$ cat config.mk
export PLATFORM = sky130hd
export DESIGN_NAME = countdown_timer_flat
export DESIGN_NICKNAME = d
export VERILOG_FILES = /design/src/rtl/countdown_pkg.sv /design/src/rtl/countdown_timer_if.sv /design/src/rtl/hex7seg.sv /design/src/rtl/countdown_timer.sv /design/src/flat_wrapper.sv
export SDC_FILE = /design/constraint.sdc
export NUM_CORES = 1
export LEC_CHECK = 0
export BUFFER_PORTS_ARGS = -buffer_cell sky130_fd_sc_hd__buf_2
export CAP_MARGIN = 30
export CORE_ASPECT_RATIO = 0.9
export CORE_MARGIN = 3
export CORE_UTILIZATION = 55
export DETAILED_ROUTE_END_ITERATION = 10
export PLACE_DENSITY = 0.95
export SYNTH_ARGS = -nofsm -noshare
export SYNTH_HDL_FRONTEND = slang
export SYNTH_SLANG_ARGS = --single-unit
$ cat constraint.sdc
create_clock -name clock -period 5.2 [get_ports clock]
set_input_delay 0.26 -clock clock [delete_from_list [all_inputs] [get_ports clock]]
set_output_delay 0.26 -clock clock [all_outputs]
set_load 0.02 [all_outputs]
$ cat src/rtl/countdown_pkg.sv
// Shared types and constants for countdown_timer: FSM state encoding and the
// active-low seven-segment patterns for hex digits 0-F.
package countdown_pkg;

  typedef enum logic [1:0] {
    StIdle,
    StRun,
    StPause,
    StExpired
  } cd_state_t;

  localparam logic [6:0] SEG_BLANK = 7'b1111111;

  // Bit 0 = segment a ... bit 6 = segment g; 0 lights a segment.
  localparam logic [15:0][6:0] SEG_TABLE = {
    7'b0001110,  // F
    7'b0000110,  // E
    7'b0100001,  // d
    7'b1000110,  // C
    7'b0000011,  // b
    7'b0001000,  // A
    7'b0010000,  // 9
    7'b0000000,  // 8
    7'b1111000,  // 7
    7'b0000010,  // 6
    7'b0010010,  // 5
    7'b0011001,  // 4
    7'b0110000,  // 3
    7'b0100100,  // 2
    7'b1111001,  // 1
    7'b1000000   // 0
  };

endpackage

$ cat src/rtl/countdown_timer_if.sv
// Control/status bundle between the board inputs (master) and countdown_timer (slave).
interface countdown_timer_if #(
  parameter int unsigned WIDTH = 8
);

  logic                     load;
  logic [WIDTH-1:0]         start_val;
  logic                     enable;
  logic [WIDTH-1:0]         count;
  logic                     running;
  logic                     done;
  logic [7*(WIDTH/4)-1:0]   hex_out;

  modport master (
    output load,
    output start_val,
    output enable,
    input  count,
    input  running,
    input  done,
    input  hex_out
  );

  modport slave (
    input  load,
    input  start_val,
    input  enable,
    output count,
    output running,
    output done,
    output hex_out
  );

endinterface

$ cat src/rtl/hex7seg.sv
// Nibble to active-low seven-segment pattern lookup.
module hex7seg
  import countdown_pkg::*;
(
  input  logic [3:0] nibble,
  output logic [6:0] seg
);

  assign seg = SEG_TABLE[nibble];

endmodule

$ cat src/rtl/countdown_timer.sv
// Prescaled loadable down-counter with one-cycle done pulse and HEX display drive.
// Optional feature: COUNTDOWN_AUTO_RELOAD_EN restarts from the loaded value on expiry.
module countdown_timer
  import countdown_pkg::*;
#(
  parameter int unsigned WIDTH = 8,
  parameter int unsigned DIV   = 1
) (
  input  logic         clock,
  input  logic         clear_b,
  countdown_timer_if.slave bus
);

  localparam int unsigned PW     = (DIV > 1) ? $clog2(DIV) : 1;
  localparam int unsigned DIGITS = WIDTH / 4;

  cd_state_t        state_q, state_d;
  logic [WIDTH-1:0] count_q, count_d;
  logic [PW-1:0]    presc_q, presc_d;
  logic             done_q, done_d;
  logic             tick;
  logic             reload_ok;

`ifdef COUNTDOWN_AUTO_RELOAD_EN
  logic [WIDTH-1:0] reload_q, reload_d;
  assign reload_ok = (reload_q != '0);
`else
  assign reload_ok = 1'b0;
`endif

  assign tick = (presc_q == PW'(DIV - 1));

  always_comb begin
    state_d = state_q;
    count_d = count_q;
    presc_d = presc_q;
    done_d  = 1'b0;
`ifdef COUNTDOWN_AUTO_RELOAD_EN
    reload_d = reload_q;
`endif
    if (bus.load) begin
      count_d = bus.start_val;
      presc_d = '0;
      state_d = StIdle;
`ifdef COUNTDOWN_AUTO_RELOAD_EN
      reload_d = bus.start_val;
`endif
    end else begin
      unique case (state_q)
        StIdle: begin
          if (bus.enable && (count_q != '0)) state_d = StRun;
        end
        StRun: begin
          // Pausing wins over a tick landing on the same edge.
          if (!bus.enable) begin
            state_d = StPause;
          end else if (tick) begin
            presc_d = '0;
            if (count_q == '0) begin
              // Only reachable with auto-reload: restart one tick after hitting 0.
`ifdef COUNTDOWN_AUTO_RELOAD_EN
              count_d = reload_q;
`endif
            end else begin
              count_d = count_q - WIDTH'(1);
              if (count_q == WIDTH'(1)) begin
                done_d = 1'b1;
                if (!reload_ok) state_d = StExpired;
              end
            end
          end else begin
            presc_d = presc_q + PW'(1);
          end
        end
        StPause: begin
          if (bus.enable) state_d = StRun;
        end
        StExpired: begin
          state_d = StExpired;
        end
        default: state_d = StIdle;
      endcase
    end
  end

  always_ff @(posedge clock or negedge clear_b) begin
    if (!clear_b) begin
      state_q <= StIdle;
      count_q <= '0;
      presc_q <= '0;
      done_q  <= 1'b0;
`ifdef COUNTDOWN_AUTO_RELOAD_EN
      reload_q <= '0;
`endif
    end else begin
      state_q <= state_d;
      count_q <= count_d;
      presc_q <= presc_d;
      done_q  <= done_d;
`ifdef COUNTDOWN_AUTO_RELOAD_EN
      reload_q <= reload_d;
`endif
    end
  end

  logic [7*DIGITS-1:0] hex;

  for (genvar k = 0; k < DIGITS; k++) begin : g_hex
    hex7seg u_hex7seg (
      .nibble (count_q[4*k +: 4]),
      .seg    (hex[7*k +: 7])
    );
  end

  assign bus.count   = count_q;
  assign bus.running = (state_q == StRun);
  assign bus.done    = done_q;
  assign bus.hex_out = hex;

endmodule

$ cat src/flat_wrapper.sv
// flat-port wrapper written by rule: the top's interface ports become plain ports
module countdown_timer_flat import countdown_pkg::*;
#(
  parameter int unsigned WIDTH = 8,
  parameter int unsigned DIV   = 1
)
  (clock, clear_b, bus_load, bus_start_val, bus_enable, bus_count, bus_running, bus_done, bus_hex_out);
  countdown_timer_if #(.WIDTH(WIDTH)) bus_i ();
  input  logic clock;
  input  logic clear_b;
  input wire logic [$bits(bus_i.load)-1:0] bus_load;
  input wire logic [$bits(bus_i.start_val)-1:0] bus_start_val;
  input wire logic [$bits(bus_i.enable)-1:0] bus_enable;
  output wire logic [$bits(bus_i.count)-1:0] bus_count;
  output wire logic [$bits(bus_i.running)-1:0] bus_running;
  output wire logic [$bits(bus_i.done)-1:0] bus_done;
  output wire logic [$bits(bus_i.hex_out)-1:0] bus_hex_out;
  assign bus_i.load = bus_load;
  assign bus_i.start_val = bus_start_val;
  assign bus_i.enable = bus_enable;
  assign bus_count = bus_i.count;
  assign bus_running = bus_i.running;
  assign bus_done = bus_i.done;
  assign bus_hex_out = bus_i.hex_out;
  countdown_timer #(.WIDTH(WIDTH), .DIV(DIV)) u_core (.clock(clock), .clear_b(clear_b), .bus(bus_i));
endmodule
==> flow_summary.json, run 1 <==
{
  "setup_viol_count_final": 0,
  "r2r_setup_slack_ns": 3.14,
  "crit_path_end_kind": "primary output",
  "dpl.cell_count": 186,
  "synth_top_family_by_area": "compound AO/OA/AOI/OAI gates",
  "crit_type": "reg2out",
  "grt_pass1_vias": 1026,
  "area_delta_synth_final_pct": 16.6,
  "ys_types": 41,
  "status": "finished, final reports clean",
  "fin_nets": 192,
  "fp.dieW_um": 54.2,
  "crit_path_start_kind": "register",
  "slowest_stage": "or3b_2",
  "layout_commonest_cell": "buf_2",
  "cts_made_buffers": 3,
  "cts.path.max_buffers": 2,
  "synth_top_area_share_pct": 24.0,
  "cp.arrival_ns": 2.02,
  "finClkSkew_ns": 0.00142,
  "root_buffer": "clkbuf_4",
  "die_area_sq_mm": 0.00267,
  "ys_top_cells_by_area": "dfrtp_1 24%, ha_1 14%, nand2_1 5.9%",
  "synth_cells": 136,
  "multi_input_area_sq_um": 795,
  "timing.hold.ws_ns": 0.197,
  "fin_ws_ns": 2.92,
  "path_max_fanout": 7,
  "utilization_pct": 68.6,
  "synth_edf_count": 0,
  "coreArea_sq_mm": 0.00195,
  "htreeDepth": 1,
  "finalHoldViolCount": 0,
  "synth_top_cell_by_area": "dfrtp_1",
  "ys_seq_elements": 11,
  "start_util_pct": 58.8,
  "period_needed_ns": 2.28,
  "peakVddDrop_v": 0.000164,
  "synth-xor-area-share_pct": 3.81,
  "clock_latency_ns": 0.27,
  "power_leakage_nw": 0.641,
  "rsz0062_at_grt": "false",
  "setup_tns_ns": 0,
  "path_buf_inv": 2,
  "grt_pass1_wl_um": 4440,
  "fin_crit_sh_pct": 43.8,
  "post-place-ws_ns": 3.15,
  "clk_pin_slew_ns": 0.07,
  "ys_seq_area_share_pct": 24.0,
  "path_delay_family": "simple AND/OR/NAND/NOR gates",
  "cts_resized": 0,
  "worst_pin_slew_ns": 0.591,
  "grt.total_usage_pct": 21.9,
  "die_h_um": 49.4,
  "postSynth.asyncResetShare_pct": 100,
  "startpoint": "u_core.bus.count[5]$_DFFE_PN0P_",
  "cts_tree": "done",
  "antenna_found_initial": 0,
  "hp-start": "bus_enable",
  "drtIter0Drc": 21,
  "avgSynthCellArea_sq_um": 8.45,
  "regArea_sq_um": 275,
  "muxShareOfSynthArea_pct": 8.28,
  "layout_common_cells": "35 x buf_2, 18 x nand2_1, 13 x o21ai_0, 13 x ha_1, 11 x dfrtp_1",
  "drc": 0,
  "hp-class": "in2reg",
  "crit_required_ns": 4.94,
  "wl_per_cell_um": 13.3,
  "synth_ff_type": "dfrtp_1",
  "fillers": 157,
  "grt_max_degree": 22,
  "stdcell_count": 191,
  "wl_um": 2550,
  "vias": 1084,
  "yosys_warnings": 0,
  "slew_headroom_pct": 60.6,
  "gpl.final_weighted_congestion": 0.869,
  "hpwl_um": 1950,
  "io_buffers": 35,
  "r2r-start": "u_core.bus.count[0]$_DFFE_PN0P_",
  "overflow": 0,
  "p_per_area_mw_per_mm2": 243,
  "antenna_cells_inserted": 0,
  "drive_gt1_share_pct": 30.1,
  "dr.pass1.iters": 4,
  "drtAntennaViolNets": 0,
  "vias_per_cell": 5.68,
  "cts.sinks": 11,
  "synth_fa_ha_area_share_pct": 14.2,
  "synth_area_sq_mm": 0.00115,
  "syn_nets": 161,
  "maxSlewViolCount": 0,
  "core.rowCount": 15,
  "synth-simple-area-share_pct": 21.0,
  "path_cells": "inv_1, ha_1, nor2b_1, or3b_2, o21ai_0, buf_2",
  "max_stage_delay_ns": 0.47,
  "synth-compound-area-share_pct": 21.9,
  "io_pins": 36,
  "max_freq_ghz": 0.439,
  "drv_cap": 0
}
[power by group]
part	total [W]	internal [W]	switching (W)
clock	0.0000586	0.0000297	0.0000289
sequential	0.000116	0.0000924	0.0000232
combinational	0.000152	0.0000606	0.0000910
[registers in the layout (all words and copies together) (netlist names)]
name,cells
u_core.bus.done,1
u_core.state_q,2
u_core.bus.count,8
[cell families (layout without fill, tap and decap cells)]
| logic type | Yosys count | in the layout |
|---|---|---|
| xor gates and xnor gates | 5 | 5 |
| AOI/OAI and AO/OA | 37 | 37 |
| and+or+nand+nor | 45 | 45 |
| muxes | 8 | 8 |
| adders and majority gates | 13 | 13 |
| DFF | 11 | 11 |
| buffers and inverters | 17 | 47 |
[metrics by stage]
stage / total power (W) / area [sq um]
after floorplan: 0.000225 / 1150
after global placement: 0.000262 / 1300
after detailed placement: 0.000268 / 1300
after CTS: 0.000329 / 1340
after global routing: 0.000354 / 1340
final: 0.000326 / 1340
[layout make-up]
cell class	instances	area share, %
clock buffer	4	1.96
inverter	7	1.96
multi-input combinational	108	59.3
sequential	11	20.6
tap	25	2.34
timing repair buffer	36	13.8
[layer usage]
| layer | wire (um) | track usage (%) |
|---|---|---|
| met5 | 0 | 0 |
| met4 | 8 | 4.98 |
| met3 | 172 | 7.34 |
| met2 | 1230 | 35.3 |
| met1 | 1140 | 27.6 |
[final timing paths]
check	endpoint	cells past startpoint
worst max-delay path	bus_hex_out[7]	6
worst min-delay path	u_core.state_q[1]$_DFFE_PN0P_	2
worst max register to register	u_core.bus.count[7]$_DFFE_PN0P_	6
worst min register to register	u_core.state_q[1]$_DFFE_PN0P_	2
max in group asynchronous	u_core.bus.count[0]$_DFFE_PN0P_	2
min in group asynchronous	u_core.state_q[1]$_DFFE_PN0P_	2
[synthesized netlist by cell type, drive strengths merged (2+ instances only)]
master   n
xnor2    3
inv      7
nor2b    3
clkbuf   7
ha      13
dfrtp   11
o21ai   17
nor2     8
mux2i    5
o22ai    2
nor4     2
nand2b   2
xor2     2
a21oi    5
nand2   18
a22o     2
mux2     2
nor3     2
o211ai   3
buf      3
a211oi   2
or2      2
[worst register-to-register path, stage by stage (launching register included)]
cell and delay (ns):
dfrtp_1 0.49, inv_1 0.17, ha_1 0.30, nand2_1 0.26, o2111ai_2 0.18, or2_2 0.31, a31o_2 0.24
[timing repair]
| action | in CTS | in global routing |
|---|---|---|
| hold endpoints to repair | 11 | 0 |
| setup buffers | 0 | 0 |
| hold buffers | 1 | 0 |
Note: power is estimated with default switching activity, not from simulation.
==> run 2: changes to the inputs <==
--- a/config.mk
+++ b/config.mk
@@ -9,9 +9,9 @@
 export CAP_MARGIN = 30
 export CORE_ASPECT_RATIO = 0.9
 export CORE_MARGIN = 3
-export CORE_UTILIZATION = 55
+export CORE_UTILIZATION = 51
 export DETAILED_ROUTE_END_ITERATION = 10
-export PLACE_DENSITY = 0.95
+export PLACE_DENSITY = 0.91
 export SYNTH_ARGS = -nofsm -noshare
 export SYNTH_HDL_FRONTEND = slang
 export SYNTH_SLANG_ARGS = --single-unit
==> constraint.sdc (replaced) <==
create_clock -name clock -period 2.1 [get_ports clock]
set_input_delay 0.105 -clock clock [delete_from_list [all_inputs] [get_ports clock]]
set_output_delay 0.105 -clock clock [all_outputs]
set_load 0.02 [all_outputs]
==> run 2 against run 1 <==
Clock power grew to 2.6 times the previous value. Via count increased by 9.7%. Setup slack got worse by 2.8 ns. Critical path type unchanged. Critical endpoint unchanged. Highest routed layer unchanged.
==> flow_summary.json, run 2 (synthesis results as in run 1) <==
{
  "status": "finished, final reports clean",
  "fin_nets": 199,
  "io_pins": 36,
  "cp.arrival_ns": 1.89,
  "dpl-instance-area_sq_mm": 0.00135,
  "fp.dieW_um": 56.0,
  "period_needed_ns": 2.00,
  "path_cells": "inv_2, ha_2, nor2b_1, or3b_2, o21ai_0, buf_2",
  "cts.path.max_buffers": 2,
  "stdcell_count": 198,
  "drv_cap": 0,
  "dr.pass1.iters": 4,
  "coreArea_sq_mm": 0.00203,
  "use_met2_pct": 42.4,
  "grt_max_degree": 18,
  "crit_path_start_kind": "register",
  "crit_path_end_kind": "primary output",
  "max_stage_delay_ns": 0.45,
  "crit_required_ns": 2.00,
  "hpwl_um": 2340,
  "drtAntennaViolNets": 0,
  "maxSlewViolCount": 0,
  "path_delay_family": "simple AND/OR/NAND/NOR gates",
  "grt_pass1_wl_um": 5070,
  "antenna_found_initial": 0,
  "dpl.cell_count": 192,
  "layout_commonest_cell": "buf_2",
  "worst_pin_slew_ns": 0.360,
  "drtIter0Drc": 53,
  "io_buffers": 35,
  "slowest_stage": "or3b_2",
  "clock_latency_ns": 0.28,
  "fillers": 157,
  "crit_type": "reg2out",
  "final_cell_area_sq_mm": 0.00140,
  "wl_um": 3160,
  "root_buffer": "clkbuf_4",
  "overflow": 0,
  "grtUsageMet1_pct": 25.8,
  "power_leakage_nw": 0.669,
  "core.rowCount": 15,
  "peakVddDrop_v": 0.000421,
  "die_area_sq_mm": 0.00286,
  "p_per_area_mw_per_mm2": 610,
  "path_max_fanout": 5,
  "gpl.final_weighted_congestion": 0.894,
  "largest_reg_flops": 8,
  "cp.depth": 6,
  "vias_per_cell": 6.01,
  "slew_headroom_pct": 75.8,
  "area_delta_synth_final_pct": 21.9,
  "die_h_um": 51.0,
  "setup_viol_count_final": 0,
  "grt.total_usage_pct": 22.7,
  "fin_crit_sh_pct": 95.1,
  "vias": 1189,
  "clk_pin_slew_ns": 0.07,
  "layout_common_cells": "35 x buf_2, 18 x nand2_1, 13 x o21ai_0, 12 x ha_1",
  "setup_tns_ns": 0,
  "antenna_cells_inserted": 0,
  "htreeDepth": 1,
  "drive_gt1_share_pct": 36.4,
  "wl_per_cell_um": 15.9,
  "hp-class": "in2reg",
  "use_met3_pct": 5.81,
  "max_freq_ghz": 0.500,
  "hold_depth": 2,
  "busiest_layer": "met2",
  "cts.sinks": 11,
  "regArea_sq_um": 279,
  "rsz0062_at_grt": "false",
  "multi_input_area_sq_um": 797,
  "grt_pass1_vias": 1130,
  "reg2regPathDepth": 6,
  "path_buf_inv": 2,
  "fin_ws_ns": 0.102,
  "cts_made_buffers": 3,
  "finalHoldViolCount": 0,
  "utilization_pct": 69.1,
  "start_util_pct": 56.7,
  "cts_tree": "done",
  "drc": 0,
  "finClkSkew_ns": 0.00439,
  "post-place-ws_ns": 0.148
}
run 2: worst paths after layout:
| check | startpoint | endpoint | slack, ns |
|---|---|---|---|
| worst min-delay path | bus_enable | u_core.state_q[1]$_DFFE_PN0P_ | 0.03 |
| worst max-delay path | u_core.bus.count[5]$_DFFE_PN0P_ | bus_hex_out[7] | 0.10 |
| min in group asynchronous | clear_b | u_core.state_q[0]$_DFFE_PN0P_ | 0.22 |
| max in group asynchronous | clear_b | u_core.bus.count[5]$_DFFE_PN0P_ | 1.64 |
| worst min register to register | u_core.state_q[0]$_DFFE_PN0P_ | u_core.state_q[1]$_DFFE_PN0P_ | 0.64 |
| worst max register to register | u_core.bus.count[1]$_DFFE_PN0P_ | u_core.bus.count[6]$_DFFE_PN0P_ | 0.16 |
run 2: routing by layer:
metal / up-vias / wire, um
met5: - / 0
met4: 0 / 93
met3: 14 / 228
met2: 57 / 1610
met1: 561 / 1230
li1: 557 / -
run 2: per-stage QoR:
step | power [W] | hold WS [ns]
after detailed placement | 0.000693 | -0.00993
after floorplan | 0.000557 | -0.191
after global routing | 0.000907 | 0.0403
after CTS | 0.000845 | 0.0342
final | 0.000854 | 0.0312
after global placement | 0.000670 | -0.0156
run 2: cell type report:
type / instances / area share, %
multi-input cells: 108 / 56.9
flip-flops and latches: 11 / 19.9
repair buffers: 43 / 17.0
well taps: 25 / 2.23
inverters: 7 / 2.06
clock buffers: 4 / 1.88
run 2: timing repair:
action	4_1_cts	5_1_grt
setup buffers	0	1
hold buffers	1	0
endpoints found under the hold margin	11	0
endpoints found under the setup margin	1	2
gates cloned	0	0
resized for setup	3	4
run 2: where the power goes:
group          internal [W]  switching [W]  leakage [nW]
Clock             0.0000739      0.0000759        0.0150
Sequential         0.000231      0.0000248         0.133
Combinational      0.000169       0.000280         0.520
Total              0.000474       0.000380         0.669
==> run 3: changes to the inputs <==
--- a/config.mk
+++ b/config.mk
@@ -11,6 +11,7 @@
 export CORE_MARGIN = 3
 export CORE_UTILIZATION = 51
 export DETAILED_ROUTE_END_ITERATION = 10
+export MAX_ROUTING_LAYER = met4
 export PLACE_DENSITY = 0.91
 export SYNTH_ARGS = -nofsm -noshare
 export SYNTH_HDL_FRONTEND = slang
==> run 3 against run 2 <==
Worst hold slack worse by 0.0012 ns. Global-route usage is 0.67 points higher. First-iteration DRC count is 3.8% lower. Setup slack worse by 0.0076 ns. Clock skew is 0.0012 ns lower. Power is 0.13% higher. Die area stayed put. Register-to-register slack better by 0.02 ns. Final area stayed put. Sequential power hardly changed. Critical path depth stayed put. Routed wire length is 0.19% higher. Largest power group unchanged.
==> flow_summary.json, run 3 (synthesis results as in run 1) <==
{
  "die_area_sq_mm": 0.00286,
  "root_buffer": "clkbuf_4",
  "hpwl_um": 2340,
  "maxSlewViolCount": 0,
  "crit_required_ns": 2.00,
  "use_met2_pct": 42.2,
  "p_per_area_mw_per_mm2": 611,
  "path_cells": "inv_2, ha_2, nor2b_1, or3b_2, o21ai_0, buf_2",
  "io_buffers": 35,
  "antenna_found_initial": 0,
  "use_met3_pct": 5.81,
  "finalHoldViolCount": 0,
  "wl_per_cell_um": 16.0,
  "max_freq_ghz": 0.499,
  "antenna_cells_inserted": 0,
  "multi_input_area_sq_um": 797,
  "drtIter0Drc": 51,
  "layout_common_cells": "35 x buf_2, 18 x nand2_1, 13 x o21ai_0, 12 x ha_1",
  "worst_pin_slew_ns": 0.332,
  "layout_commonest_cell": "buf_2",
  "peakVddDrop_v": 0.000423,
  "coreArea_sq_mm": 0.00203,
  "die_h_um": 51.0,
  "drive_gt1_share_pct": 36.4,
  "io_pins": 36,
  "start_util_pct": 56.7,
  "max_stage_delay_ns": 0.45,
  "setup_tns_ns": 0,
  "grt_pass1_vias": 1130,
  "busiest_layer": "met2",
  "area_delta_synth_final_pct": 21.9,
  "overflow": 0,
  "largest_reg_flops": 8,
  "vias": 1181,
  "finClkSkew_ns": 0.00322,
  "power_leakage_nw": 0.669,
  "wl_um": 3160,
  "regArea_sq_um": 279,
  "gpl.final_weighted_congestion": 0.910,
  "cts_tree": "done",
  "core.rowCount": 15,
  "grt.total_usage_pct": 23.4,
  "slew_headroom_pct": 77.6,
  "htreeDepth": 1,
  "fin_crit_sh_pct": 95.5,
  "drtAntennaViolNets": 0,
  "drc": 0,
  "crit_path_end_kind": "primary output",
  "dpl.cell_count": 192,
  "crit_path_start_kind": "register",
  "grt_max_degree": 18,
  "rsz0062_at_grt": "false",
  "drv_cap": 0,
  "timing.hold.ws_ns": 0.0300,
  "grtUsageMet1_pct": 25.9,
  "fin_nets": 199,
  "clock_latency_ns": 0.28,
  "period_needed_ns": 2.01,
  "vias_per_cell": 5.96,
  "fillers": 157,
  "fp.dieW_um": 56.0,
  "cts_made_buffers": 3,
  "hp-class": "in2reg",
  "status": "finished, final reports clean",
  "path_max_fanout": 5,
  "stdcell_count": 198,
  "dr.pass1.iters": 6,
  "slowest_stage": "or3b_2",
  "cts.sinks": 11,
  "cp.arrival_ns": 1.90,
  "crit_type": "reg2out",
  "setup_viol_count_final": 0,
  "cts.path.max_buffers": 2,
  "clk_pin_slew_ns": 0.07,
  "grt_pass1_wl_um": 5070
}
run 3: what timing repair did:
action / CTS / global route
setup endpoints to repair: 1 / 2
endpoints found under the hold margin: 11 / 0
pin swaps: 0 / 0
hold buffers: 1 / 0
gates resized for setup: 3 / 4
setup buffers: 0 / 1
run 3: metal layers:
metal  share of wire, %  vias up
met5                  0        -
met4                2.3        0
met3                7.1       12
met2                 51       51
met1                 39      559
li1                   -      559
run 3: critical path: cells and delay by family (launching register included):
family | cells | cell delay [ns]
adders and majority gates | 1 | 0.24
DFF | 1 | 0.43
buffers and inverters | 2 | 0.32
AOI/OAI and AO/OA | 1 | 0.11
and+or+nand+nor | 2 | 0.53
run 3: final timing paths:
path                                                       from                               to  slack (ns)  depth (start not counted)
worst max-delay path            u_core.bus.count[5]$_DFFE_PN0P_                   bus_hex_out[7]        0.09                          6
worst max register to register  u_core.bus.count[1]$_DFFE_PN0P_  u_core.bus.count[6]$_DFFE_PN0P_        0.18                          6
worst min-delay path                           bus_start_val[0]  u_core.bus.count[0]$_DFFE_PN0P_        0.03                          3
min in group asynchronous                               clear_b    u_core.state_q[0]$_DFFE_PN0P_        0.22                          2
worst min register to register    u_core.state_q[0]$_DFFE_PN0P_    u_core.state_q[1]$_DFFE_PN0P_        0.64                          2
max in group asynchronous                               clear_b  u_core.bus.count[4]$_DFFE_PN0P_        1.65                          2
run 3: final cells by class:
| class | count | area share (%) |
|---|---|---|
| Clock buffer | 4 | 1.88 |
| Timing Repair Buffer | 43 | 17.0 |
| Inverter | 7 | 2.06 |
| Sequential cell | 11 | 19.9 |
| Multi-Input combinational cell | 108 | 56.9 |
| Tap cell | 25 | 2.23 |
run 3: where the power goes:
group	switching (W)	internal, W
Combinational	0.000280	0.000169
Clock	0.0000768	0.0000739
Sequential	0.0000247	0.000231
Total	0.000381	0.000474
run 3: metrics by stage:
step | setup WS [ns] | total power (W) | area (sq um) | util, %
2_1_floorplan | 0.0916 | 0.000557 | 1150 | -
3_3_place_gp | 0.275 | 0.000670 | 1350 | 66.5
3_5_place_dp | 0.148 | 0.000693 | 1350 | 66.5
4_1_cts | 0.0607 | 0.000845 | 1390 | 68.4
5_1_grt | 0.00740 | 0.000907 | 1400 | 69.1
6_report | 0.0943 | 0.000855 | 1400 | 69.1
